===== config.mk =====
export PLATFORM = sky130hd
export DESIGN_NAME = axi_tdd_ng_sync_gen
export DESIGN_NICKNAME = d
export VERILOG_FILES = /design/src/rtl/axi_tdd_ng_pkg.sv /design/src/rtl/axi_tdd_ng_edge_det.sv /design/src/rtl/axi_tdd_ng_sync_gen.sv
export SDC_FILE = /design/constraint.sdc
export NUM_CORES = 1
export LEC_CHECK = 0
export ABC_AREA = 0
export BUFFER_PORTS_ARGS = -buffer_cell sky130_fd_sc_hd__buf_2
export CAP_MARGIN = 20
export CELL_PAD_IN_SITES_DETAIL_PLACEMENT = 1
export CELL_PAD_IN_SITES_GLOBAL_PLACEMENT = 2
export CORE_MARGIN = 2
export CORE_UTILIZATION = 37
export DETAILED_ROUTE_END_ITERATION = 8
export GPL_TIMING_DRIVEN = 0
export PLACE_DENSITY = 0.89
export SYNTH_ARGS = -nofsm -noshare
export SYNTH_HDL_FRONTEND = slang
export SYNTH_SLANG_ARGS = --single-unit

===== constraint.sdc =====
create_clock -name clk -period 4.12 [get_ports clk]
set_input_delay 1.03 -clock clk [delete_from_list [all_inputs] [get_ports clk]]
set_output_delay 1.03 -clock clk [all_outputs]
set_load 0.005 [all_outputs]

===== src/rtl/axi_tdd_ng_pkg.sv =====
// Shared types and constants for the TDD next-gen engine and its sync generator.
// Latency: n/a (package only).
// Backpressure: n/a (package only).
package axi_tdd_ng_pkg;

    // Common state encoding, also exported on the sync generator's state port
    typedef enum logic [1:0] {
        IDLE    = 2'd0,
        ARMED   = 2'd1,
        WAITING = 2'd2,
        RUNNING = 2'd3
    } state_t;

    // Shortest period that still leaves at least one low cycle per period
    localparam int SYNC_PERIOD_MIN = 2;

endpackage : axi_tdd_ng_pkg


===== src/rtl/axi_tdd_ng_edge_det.sv =====
// Rising-edge detector: registers the input history and flags current=1 / previous=0.
// Latency: edge flag is combinational from the input, history updates every clock.
// Backpressure: none; the detector samples every cycle.
module axi_tdd_ng_edge_det (
    input  logic clk,
    input  logic resetn,
    input  logic i_sig,
    output logic o_rise
);

    logic r_prev;

    // Remember the last sampled level so a held-high input never re-triggers
    always_ff @(posedge clk or negedge resetn) begin
        if (!resetn) begin
            r_prev <= 1'b0;
        end else begin
            r_prev <= i_sig;
        end
    end

    assign o_rise = i_sig & ~r_prev;

endmodule : axi_tdd_ng_edge_det


===== src/rtl/axi_tdd_ng_sync_gen.sv =====
// Periodic sync pulse generator: arm, optional trigger, startup delay, then pulses every period.
// Latency: sync_out registered, one cycle after the counter state that causes it.
// Backpressure: none; enable=0 aborts immediately. Macro AXI_TDD_NG_SYNC_GEN_RESYNC_EN adds ext_trig resync.
module axi_tdd_ng_sync_gen
    import axi_tdd_ng_pkg::*;
#(
    parameter int SYNC_COUNT_WIDTH = 64,
    parameter int SYNC_PULSE_WIDTH = 1
) (
    input  logic                        clk,
    input  logic                        resetn,
    input  logic                        enable,
    input  logic                        trigger_mode,
    input  logic                        ext_trig,
    input  logic                        soft_trig,
    input  logic [31:0]                 startup_delay,
    input  logic [SYNC_COUNT_WIDTH-1:0] sync_period,
    input  logic [31:0]                 burst_count,
    output logic                        sync_out,
    output logic [1:0]                  state,
    output logic [31:0]                 pulse_counter,
    output logic                        done
);

    localparam logic [SYNC_COUNT_WIDTH-1:0] P_MIN = SYNC_COUNT_WIDTH'(SYNC_PERIOD_MIN);
    localparam logic [SYNC_COUNT_WIDTH-1:0] P_ONE = SYNC_COUNT_WIDTH'(1);
    localparam logic [SYNC_COUNT_WIDTH-1:0] P_PW  = SYNC_COUNT_WIDTH'(SYNC_PULSE_WIDTH);

    state_t                      r_state;
    logic                        r_sync;
    logic                        r_done;
    logic [31:0]                 r_pulse_cnt;

    // Shadowed configuration, captured when leaving IDLE
    logic                        r_trig_mode;
    logic [31:0]                 r_delay;
    logic [SYNC_COUNT_WIDTH-1:0] r_period;
    logic [SYNC_COUNT_WIDTH-1:0] r_pw;
    logic [31:0]                 r_burst;

    logic [31:0]                 r_dcnt;
    logic [SYNC_COUNT_WIDTH-1:0] r_pcnt;

    logic                        w_rise;
    logic                        w_trig;
    logic [SYNC_COUNT_WIDTH-1:0] w_period_in;
    logic [SYNC_COUNT_WIDTH-1:0] w_pw_in;
    logic                        w_last;
    logic                        w_burst_end;
    logic                        w_wrap;

    axi_tdd_ng_edge_det u_ext_edge (
        .clk    (clk),
        .resetn (resetn),
        .i_sig  (ext_trig),
        .o_rise (w_rise)
    );

    // A soft strobe and an ext edge in the same cycle collapse into one trigger
    assign w_trig = soft_trig | w_rise;

    // Clamp the period so the pulse always returns low, then bound the width by period-1
    assign w_period_in = (sync_period < P_MIN) ? P_MIN : sync_period;
    assign w_pw_in     = (P_PW < (w_period_in - P_ONE)) ? P_PW : (w_period_in - P_ONE);

    assign w_last      = (r_pcnt == (r_period - P_ONE));
    assign w_burst_end = (r_burst != 32'd0) && (r_pulse_cnt == r_burst) && w_last;

`ifdef AXI_TDD_NG_SYNC_GEN_RESYNC_EN
    // An ext_trig edge while running realigns the period to the external reference
    assign w_wrap = w_last | w_rise;
`else
    assign w_wrap = w_last;
`endif

    // Main sequencer: state, shadow config, delay/period counters and registered outputs
    always_ff @(posedge clk or negedge resetn) begin
        if (!resetn) begin
            r_state     <= IDLE;
            r_sync      <= 1'b0;
            r_done      <= 1'b0;
            r_pulse_cnt <= 32'd0;
            r_trig_mode <= 1'b0;
            r_delay     <= 32'd0;
            r_period    <= '0;
            r_pw        <= '0;
            r_burst     <= 32'd0;
            r_dcnt      <= 32'd0;
            r_pcnt      <= '0;
        end else if (!enable) begin
            // Disable wins over everything and truncates any pulse in flight
            r_state <= IDLE;
            r_sync  <= 1'b0;
            r_done  <= 1'b0;
        end else begin
            unique case (r_state)
                IDLE: begin
                    r_sync <= 1'b0;
                    // done stays sticky so a finished burst is not re-run until enable toggles
                    if (!r_done) begin
                        r_state     <= ARMED;
                        r_pulse_cnt <= 32'd0;
                        r_trig_mode <= trigger_mode;
                        r_delay     <= startup_delay;
                        r_period    <= w_period_in;
                        r_pw        <= w_pw_in;
                        r_burst     <= burst_count;
                    end
                end
                ARMED: begin
                    r_sync <= 1'b0;
                    if (!r_trig_mode || w_trig) begin
                        r_state <= WAITING;
                        r_dcnt  <= 32'd0;
                    end
                end
                WAITING: begin
                    r_sync <= 1'b0;
                    if (r_dcnt == r_delay) begin
                        r_state <= RUNNING;
                        r_pcnt  <= '0;
                    end else begin
                        r_dcnt <= r_dcnt + 32'd1;
                    end
                end
                RUNNING: begin
                    r_sync <= (r_pcnt < r_pw);
                    if ((r_pcnt == '0) && (r_pulse_cnt != 32'hFFFF_FFFF)) begin
                        r_pulse_cnt <= r_pulse_cnt + 32'd1;
                    end
                    if (w_burst_end) begin
                        r_state <= IDLE;
                        r_done  <= 1'b1;
                    end else if (w_wrap) begin
                        r_pcnt <= '0;
                    end else begin
                        r_pcnt <= r_pcnt + P_ONE;
                    end
                end
                default: begin
                    r_state <= IDLE;
                    r_sync  <= 1'b0;
                end
            endcase
        end
    end

    assign sync_out      = r_sync;
    assign state         = r_state;
    assign pulse_counter = r_pulse_cnt;
    assign done          = r_done;

endmodule : axi_tdd_ng_sync_gen


==> flow_summary.toml, run 1 <==
[synthesis]
seq_area_frac_synth_pct = 40.32
synth_area_leaders = "dfrtp_1 (40%), nand2_1 (10%), xnor2_1 (5.7%)"
synth_cell_types = 79
avgSynthCellArea_um2 = 8.215
synth-main-ff-cell = "dfrtp_1"
synthesis.nets = 2670
ys_ff_latch = 326
synth_top_area_share_pct = 40.32
synth_edf_count = 0
synth_cells = 2463
syn_area_mm2 = 0.02023
yosysTopAreaCell = "dfrtp_1"
synthArstFlopShare_pct = 100.0
ys_warn_count = 0

[timing]
setup_violations = 2
rsz0062_at_grt = "true"
finalCriticalPeriod_ps = 4155
fin_crit_sh_pct = 100.9
skew_ps = 21.96
hold_viol = 0
tightestPinTransition_ps = 1061
maxSlewHeadroom_pct = 29.14
fmax_mhz = 240.7
holdWs_ps = 396.3
final_max_slew_viol_count = 0
layout_setup_ws_ps = -35.18

[routing]
viasPerCell = 5.802
drc_errors = 0
drt_iter0_drc = 1292
antenna_left = 0
num_vias = 20169
drtPass1Iterations = 6
wl_per_cell_um = 23.11
finalWirelength_um = 80320

[clock_network]
clk_pin_slew_ps = 70
clock_latency_ps = 590
cts_tree = "done"
ctsHoldBuffers = 0
cts_htree_levels = 2
numCtsBuffers = 40
cts.path.max_buffers = 3
root_buffer = "clkbuf_16"
clock_sinks = 326

[pwr]
intPower_mw = 8.066
ir_drop_mv = 0.3510
comb_power_share_pct = 36.8
switching_share_pct = 41.48
seq_power_share_pct = 36.6
power_mw = 13.78
powerDensity_mw_per_mm2 = 555.8
pwr-share-clk_pct = 26.6
switchingPower_mw = 5.718
p_leak_nw = 10.99

[final_layout]
area_growth_pct = 22.59
layout.nets = 2958
fin_area_mm2 = 0.02480
drive_above_1_share_pct = 16.77
fin_util_pct = 46.00
final_common_cell = "nand2_1"
fillers = 6446
layout_common_cells = "nand2_1 (534), dfrtp_1 (312), nor2_1 (184)"

[floorplanning]
core_area_mm2 = 0.05392
ios = 170
die_area_mm2 = 0.05657
rows = 85
die_x_um = 237.8
die_h_um = 237.8
start_util_pct = 37.52

[worst_setup_path]
max_stage_delay_ps = 570
critPathLaunchType = "input port"
crit_path_end_kind = "flop"
critical_path_class = "input port to flop"
cp_cell_sequence = "buf_6, or4_4, or4_4, nor4_4, nand4_1, nor2b_4, ha_4, nor4b_4, nand4_1, a221oi_2, nand4_1, nor4_4, o2111ai_2, o32a_1"
critPathTopFamily = "simple AND/OR/NAND/NOR gates"
r2r_slack_ps = 0
cpMaxStageDelayCell = "or4_4"
path_depth = 14
required_ps = 4600
crit_fanout = 4
ff2ff_path_depth = 11
worst-path-buf-inv = 1
cp.arrival_ps = 4630
crit_top_cell = "nand4_1"

[grt]
grt_pass1_vias = 20764
antenna_found_initial = 8
grt_pass1_wl_um = 123500
track_usage_pct = 27.99
overflow = 0
grt_max_degree = 116

[placed_design]
dp_hpwl_um = 60740
place.gp.congestion = 0.9185
place_area_mm2 = 0.02207
port_buffers = 169

[status]
outcome = "finished, violations left"
violations = "negative setup slack"

[job]
drv_cap = 0

[min_path]
hold_class = "input port to asynchronous set/reset pin"
[flip-flops by register name (all words and copies together), names as in the netlist]
signal,cells
r_delay,32
r_trig_mode,1
state,2
sync_out,1
r_burst,32
r_period,64
pulse_counter,32
u_ext_edge.r_prev,1
r_pcnt,64
r_dcnt,32
r_pw,64
done,1
[layer usage]
layer	vias up	GRT usage (%)	wire length, um
met1	10179	36.93	34940
met5	-	0	69
met2	617	47.22	38300
met3	140	4.963	4982
li1	9221	-	-
met4	12	7.681	2029
[final cells by class]
class	instances	area, um2	area share [%]
Antenna cell	2	5.005	0.02018
Buffer	137	648.1	2.613
Clock buffer	55	1147	4.626
Clock inverter	14	196.4	0.7920
Inverter	109	409.1	1.650
Multi-Input combinational cell	1886	11730	47.29
Sequential cell	326	8175	32.96
Tap cell	696	870.8	3.511
Timing Repair Buffer	251	1623	6.543
[repair_timing]
| item | 4_1_cts | 5_1_grt |
|---|---|---|
| pin swaps | 25 | 27 |
| gates resized for setup | 98 | 96 |
| gates cloned | 0 | 2 |
| setup buffers | 31 | 45 |
| endpoints found under the setup margin | 68 | 69 |
[cell usage after synthesis (all sizes together) (8+ instances only)]
library cell and count:
o2111ai 8, xnor2 132, o211ai 36, and3 23, xor2 37, nor2 191, inv 109, o21ai 115
nor3 65, a31oi 12, nand2 538, a21oi 41, buf 18, nor2b 12, clkbuf 124, nor4 78
nand4 112, or2 17, o31ai 26, nand3 125, nand4b 18, dfrtp 326, or3 32, and2 15
or4 14, nand2b 14, a21o 23, mux2i 10, and4 21, a221o 11, ha 73
[worst paths after layout]
path	to	start
max in group asynchronous	pulse_counter[12]$_DFFE_PN0P_	resetn
worst max register to register	r_pcnt[57]$_DFFE_PN0P_	r_period[12]$_DFFE_PN0P_
min in group clk	r_pw[17]$_DFFE_PN0P_	r_pw[17]$_DFFE_PN0P_
worst max-delay path	r_pw[0]$_DFFE_PN0P_	sync_period[4]
worst min register to register	r_pw[17]$_DFFE_PN0P_	r_pw[17]$_DFFE_PN0P_
worst min-delay path	r_pw[20]$_DFFE_PN0P_	resetn
[per-stage QoR]
stage           TNS, ps  setup WS [ps]  cells
2_1_floorplan    -115.0         -115.0   2463
3_3_place_gp   -1486630          -4413   3328
3_5_place_dp     -71340          -1576   3332
4_1_cts               0        0.09770   3429
5_1_grt          -557.3         -158.5   3475
6_report         -38.64         -35.18   3476
[cells by family (layout without fill, tap and decap cells)]
| family | after synthesis | in the layout | share of synthesized area [%] |
|---|---|---|---|
| fa+ha+maj | 73 | 73 | 4.514 |
| mux | 13 | 13 | 0.6617 |
| other cells | 0 | 2 | 0 |
| xor+xnor | 169 | 169 | 7.316 |
| flops | 326 | 326 | 40.32 |
| simple gates | 1299 | 1299 | 31.52 |
| buf+inv | 251 | 566 | 4.749 |
| compound gates | 332 | 332 | 10.92 |
[power groups by stage]
| stage | clock, mW | combinational (mW) | sequential [mW] |
|---|---|---|---|
| floorplan | 0 | 3.05 | 4.53 |
| global placement | 0 | 4.24 | 4.92 |
| detailed placement | 0 | 4.43 | 4.95 |
| CTS | 3.73 | 4.66 | 5.00 |
| global route | 3.85 | 5.59 | 5.13 |
| finish | 3.66 | 5.08 | 5.05 |
Note: power is estimated with default switching activity, not from simulation.
==> inputs of run 2 (changes only) <==
--- a/config.mk
+++ b/config.mk
@@ -11,10 +11,10 @@
 export CELL_PAD_IN_SITES_DETAIL_PLACEMENT = 1
 export CELL_PAD_IN_SITES_GLOBAL_PLACEMENT = 2
 export CORE_MARGIN = 2
-export CORE_UTILIZATION = 37
+export CORE_UTILIZATION = 40
 export DETAILED_ROUTE_END_ITERATION = 8
 export GPL_TIMING_DRIVEN = 0
-export PLACE_DENSITY = 0.89
+export PLACE_DENSITY = 0.94
 export SYNTH_ARGS = -nofsm -noshare
 export SYNTH_HDL_FRONTEND = slang
 export SYNTH_SLANG_ARGS = --single-unit
==> constraint.sdc (replaced) <==
create_clock -name clk -period 5.4 [get_ports clk]
set_input_delay 1.35 -clock clk [delete_from_list [all_inputs] [get_ports clk]]
set_output_delay 1.35 -clock clk [all_outputs]
set_load 0.005 [all_outputs]
==> flow_summary.toml, run 2 (same netlist as run 1, synthesis figures left out) <==
[worst_setup_path]
cpMaxStageDelayCell = "or4_1"
cp.arrival_ps = 5550
ff2ff_path_depth = 13
r2r-start = "r_period[19]$_DFFE_PN0P_"
reg2reg_to = "r_pcnt[4]$_DFFE_PN0P_"
r2r_slack_ps = 240
required_ps = 5790
crit_fanout = 10
crit_path_end_kind = "flop"
critical_path_class = "flop to flop"
critPathLaunchType = "flop"
cp_cell_sequence = "nor4_1, clkbuf_1, nand4_1, nor4_2, xnor2_1, o21ai_0, or4_1, a211oi_2, o2111ai_2, clkbuf_1, clkbuf_1, nand4_1, o221ai_1"
crit_top_cell = "clkbuf_1"
max_stage_delay_ps = 620

[final_layout]
layout.nets = 2892
final_common_cell = "nand2_1"
stdcell_count = 3385
area_growth_pct = 16.15
layout_common_cells = "nand2_1 (538), dfrtp_1 (326), nor2_1 (191)"
fin_area_mm2 = 0.02350
reg_top3 = "r_pcnt x64, r_period x64, r_pw x64"
fillers = 6153
drive_above_1_share_pct = 10.95
n_antenna_cell = 0
multi_input_area_mm2 = 0.01112
regArea_mm2 = 0.008158

[placed_design]
place_inst = 3310
dp_hpwl_um = 59930
place_area_mm2 = 0.02204
place.gp.congestion = 0.9259
port_buffers = 169
dp_slack_ps = -141.2

[floorplanning]
start_util_pct = 40.41
die_h_um = 228.9
rows = 82
ios = 170
die_area_mm2 = 0.05240
die_x_um = 228.9
core_area_mm2 = 0.05007

[grt]
overflow = 0
track_usage_pct = 29.51
grt_pass1_vias = 20798
grt_pass1_wl_um = 120900
antenna_found_initial = 2
grt_max_degree = 122

[min_path]
holdPathStages = 2
hold_start = "r_trig_mode$_DFFE_PN0P_"
hold_class = "flop to flop"
holdPathEnd = "r_trig_mode$_DFFE_PN0P_"

[clock_network]
cts.path.max_buffers = 3
numCtsBuffers = 40
cts_htree_levels = 2
clk_pin_slew_ps = 60
clock_sinks = 326
root_buffer = "clkbuf_16"
cts_tree = "done"
ctsHoldBuffers = 0
clock_latency_ps = 570

[timing]
holdWs_ps = 480.7
hold_viol = 0
final_max_slew_viol_count = 0
skew_ps = 17.73
setup_violations = 0
tightestPinTransition_ps = 1111
layout_setup_ws_ps = 243.5
fmax_mhz = 193.9
rsz0062_at_grt = "true"
tns_ps = 0
maxSlewHeadroom_pct = 25.45
finalCriticalPeriod_ps = 5157
fin_crit_sh_pct = 95.49

[routing]
finalWirelength_um = 77990
wl_per_cell_um = 23.04
num_vias = 19888
drt_iter0_drc = 1418
antenna_left = 0
drc_errors = 0
viasPerCell = 5.875
drtPass1Iterations = 5

[pwr]
powerDensity_mw_per_mm2 = 434.7
p_leak_nw = 10.37
ir_drop_mv = 0.2901

[status]
outcome = "finished clean"

[job]
drv_cap = 0
[run 2: per-layer routing]
metal | part of all wire, % | track usage [%] | vias to the layer above
met5 | 0.029 | 0 | -
met4 | 3.3 | 10.65 | 4
met3 | 5.5 | 5.015 | 172
met2 | 48 | 49.18 | 587
met1 | 44 | 38.59 | 10054
li1 | - | - | 9071
[run 2: per-stage QoR]
step                power, mW  utilization [%]
floorplan               5.786                -
global placement        6.995            43.78
detailed placement      7.171            44.02
CTS                     10.21            46.86
global route            10.76            46.94
finish                  10.22            46.94
[run 2: worst max path at each step]
stage | start | end | slack [ps] | cells past startpoint
floorplan | sync_period[6] | r_pw[0]$_DFFE_PN0P_ | 840 | 13
global placement | resetn | pulse_counter[9]$_DFFE_PN0P_ | -3410 | 1
detailed placement | sync_period[6] | r_pw[0]$_DFFE_PN0P_ | -140 | 13
CTS | r_period[0]$_DFFE_PN0P_ | r_pcnt[4]$_DFFE_PN0P_ | 30 | 15
global route | r_period[19]$_DFFE_PN0P_ | r_pcnt[4]$_DFFE_PN0P_ | -10 | 13
finish | r_period[19]$_DFFE_PN0P_ | r_pcnt[4]$_DFFE_PN0P_ | 240 | 13
[run 2: timing repair]
item	CTS	global route
buffers inserted	0	4
gates resized for setup	0	1
setup endpoints to repair	0	57
[run 2: final cells by class]
type	count	share of cell area, %
inverter	109	1.741
multi-input combinational	1886	47.32
clock inverter	23	1.453
buffer	142	2.348
sequential	326	34.71
clock buffer	47	4.589
tap	672	3.578
timing repair buffer	180	4.259
[run 2: power breakdown]
part | switching [mW] | internal (mW)
registers | 0.802 | 2.96
clock network | 1.17 | 1.82
logic | 2.23 | 1.24
[run 2: worst max-delay path, delay by kind of cell, from the launching register on]
family	cells	cell delay, ps
DFF	1	460
buffers and inverters	3	1100
AOI/OAI and AO/OA	4	860
xor gates and xnor gates	1	160
and+or+nand+nor	5	2370
==> inputs of run 3 (changes only) <==
--- a/config.mk
+++ b/config.mk
@@ -5,16 +5,16 @@
 export SDC_FILE = /design/constraint.sdc
 export NUM_CORES = 1
 export LEC_CHECK = 0
-export ABC_AREA = 0
+export ABC_AREA = 1
 export BUFFER_PORTS_ARGS = -buffer_cell sky130_fd_sc_hd__buf_2
 export CAP_MARGIN = 20
 export CELL_PAD_IN_SITES_DETAIL_PLACEMENT = 1
 export CELL_PAD_IN_SITES_GLOBAL_PLACEMENT = 2
 export CORE_MARGIN = 2
-export CORE_UTILIZATION = 40
+export CORE_UTILIZATION = 37
 export DETAILED_ROUTE_END_ITERATION = 8
 export GPL_TIMING_DRIVEN = 0
-export PLACE_DENSITY = 0.94
+export PLACE_DENSITY = 0.93
 export SYNTH_ARGS = -nofsm -noshare
 export SYNTH_HDL_FRONTEND = slang
 export SYNTH_SLANG_ARGS = --single-unit
==> flow_summary.toml, run 3 <==
[status]
outcome = "finished clean"

[grt]
antenna_found_initial = 0
overflow = 0
grt_max_degree = 125
track_usage_pct = 27.89
grt_pass1_wl_um = 144800
grt_pass1_vias = 25208

[synthesis]
synth_most_common_cell = "nand2_1"
yosysTopAreaCell = "dfrtp_1"
synth_common_cells = "nand2_1 (1064), nor2_1 (588), inv_1 (398), dfrtp_1 (326), nand3_1 (178)"
syn_area_mm2 = 0.02385
synth_cell_types = 50
synth-main-ff-cell = "dfrtp_1"
synth_edf_count = 0
ys_ff_latch = 326
ys_warn_count = 0
seq_area_frac_synth_pct = 34.20
synthesis.nets = 3776
synth_cells = 3569
synth_top_area_share_pct = 34.20
avgSynthCellArea_um2 = 6.683
synth_area_leaders = "dfrtp_1 (34%), nand2_1 (17%), nor2_1 (9.3%)"
synthArstFlopShare_pct = 100.0

[timing]
setup_violations = 0
rsz0062_at_grt = "false"
tns_ps = 0
fmax_mhz = 199.3
final_max_slew_viol_count = 0
fin_crit_sh_pct = 92.94
maxSlewHeadroom_pct = 22.14
tightestPinTransition_ps = 1168
holdWs_ps = 479.0
skew_ps = 34.04
finalCriticalPeriod_ps = 5019
hold_viol = 0

[routing]
drt_iter0_drc = 1590
wl_met2_um = 43660
wl_per_cell_um = 19.89
wl_met1_um = 43160
routed-wl-met3_um = 3281
finalWirelength_um = 92770
drtPass1Iterations = 5
antenna_left = 0
num_vias = 24242
top_layer_used = "met4"
viasPerCell = 5.197
drc_errors = 0

[clock_network]
cts.path.max_buffers = 3
clk_pin_slew_ps = 60
clock_sinks = 326
clock_latency_ps = 590
root_buffer = "clkbuf_16"
cts_tree = "done"
numCtsBuffers = 39
postCtsSetupBuffers = 0
cts_htree_levels = 2

[final_layout]
area_growth_pct = 14.06
fin_area_mm2 = 0.02721
n_antenna_cell = 0
drive_above_1_share_pct = 9.081
reg_top3 = "r_pcnt x64, r_period x64, r_pw x64"
layout.nets = 3988
final_common_cell = "nand2_1"
layout_common_cells = "nand2_1 (1064), nor2_1 (587), inv_1 (398)"

[min_path]
holdPathStages = 2
hold_start = "r_trig_mode$_DFFE_PN0P_"
hold_class = "flop to flop"

[placed_design]
dp_hpwl_um = 76010
place.gp.congestion = 0.9389
place_area_mm2 = 0.02584
port_buffers = 169

[pwr]
ir_drop_mv = 0.2276
powerDensity_mw_per_mm2 = 370.4
p_leak_nw = 12.12

[worst_setup_path]
r2r_slack_ps = 1500
crit_fanout = 6
crit_path_end_kind = "flop"
cp.arrival_ps = 5500
required_ps = 5880
critical_path_class = "input port to flop"
critPathLaunchType = "input port"
r2r-start = "r_period[0]$_DFFE_PN0P_"
startpoint = "sync_period[36]"
ff2ff_path_depth = 18

[job]
drv_cap = 0

[floorplanning]
die_x_um = 257.9
rows = 93
die_area_mm2 = 0.06651
start_util_pct = 37.20
ios = 170
core_area_mm2 = 0.06412
die_h_um = 257.9
[run 3: cell count changes in the layout (fill, tap and decap cells not counted), moves of 30 or more]
cell and delta:
clkbuf_1 -51, inv_1 +289, nand2_1 +526, nand3_1 +53, nor2_1 +396, o211ai_1 -30
o21ai_0 +30, o21ai_1 +30, o21ai_2 +35, xnor2_1 -57, xor2_1 +101
[run 3: cells by family after synthesis]
group	Yosys count	synth area share, %
XOR/XNOR	213	7.821
buffers and inverters	490	8.157
adder cells (fa/ha/maj)	73	3.829
AND/OR/NAND/NOR	2161	38.52
multiplexers	2	0.09442
AO/OA/AOI/OAI	304	7.370
flip-flops	326	34.20
[run 3: worst paths after layout]
kind / to
setup / recovery: r_pw[0]$_DFFE_PN0P_
hold / removal: r_trig_mode$_DFFE_PN0P_
setup reg to reg: r_pcnt[55]$_DFFE_PN0P_
hold reg to reg: r_trig_mode$_DFFE_PN0P_
max in group asynchronous: r_pcnt[48]$_DFFE_PN0P_
min in group asynchronous: r_delay[2]$_DFFE_PN0P_
[run 3: timing repair]
item / in CTS / in global routing
endpoints found under the setup margin: 0 / 1
gates resized for setup: 0 / 2
hold buffers: 0 / 0
[run 3: critical path, cell delays in order]
cell and delay, ps:
buf_2 160, nor2_1 160, nand2_1 110, nor2_1 180
nand2_1 90, nor2_1 270, nand2_1 220, nand2_1 150
ha_1 190, inv_1 60, nor3_2 320, nand2_1 170
nor2_1 280, inv_1 90, nor2_2 280, nand4_1 150
xor2_1 280, nand4_1 130, nor2_1 190, nand2_1 70
nor2_1 270, nand3_1 170, nand2_1 90, inv_1 40
[run 3: area by class of cell]
class	count	area [um2]
Multi-Input combinational cell	2753	13760
Inverter	407	1530
Timing Repair Buffer	171	910.9
Buffer	83	415.4
Fill cell	8323	36910
Sequential cell	326	8158
Clock inverter	21	307.8
Tap cell	855	1070
Clock buffer	49	1054
[run 3: routing by layer]
layer | vias to the layer above | global-route usage, %
met5 | - | 0
met4 | 0 | 7.836
met3 | 119 | 2.719
met2 | 439 | 47.31
met1 | 11841 | 37.82
li1 | 11843 | -
[run 3: report_power, final]
part | internal, mW | switching (mW) | total [mW]
sequential | 2.93 | 0.647 | 3.58
clock | 1.73 | 1.16 | 2.89
combinational | 1.13 | 2.48 | 3.61
total | 5.79 | 4.29 | 10.1
[run 3: through the flow]
step	setup WS (ps)	std cells	utilization [%]	power (mW)
global placement	-3549	4593	40.19	7.074
CTS	73.22	4665	42.42	10.11
finish	381.3	4665	42.43	10.08
detailed placement	-545.1	4595	40.30	7.167
floorplan	1169	3569	-	5.779
global route	24.02	4665	42.43	10.73
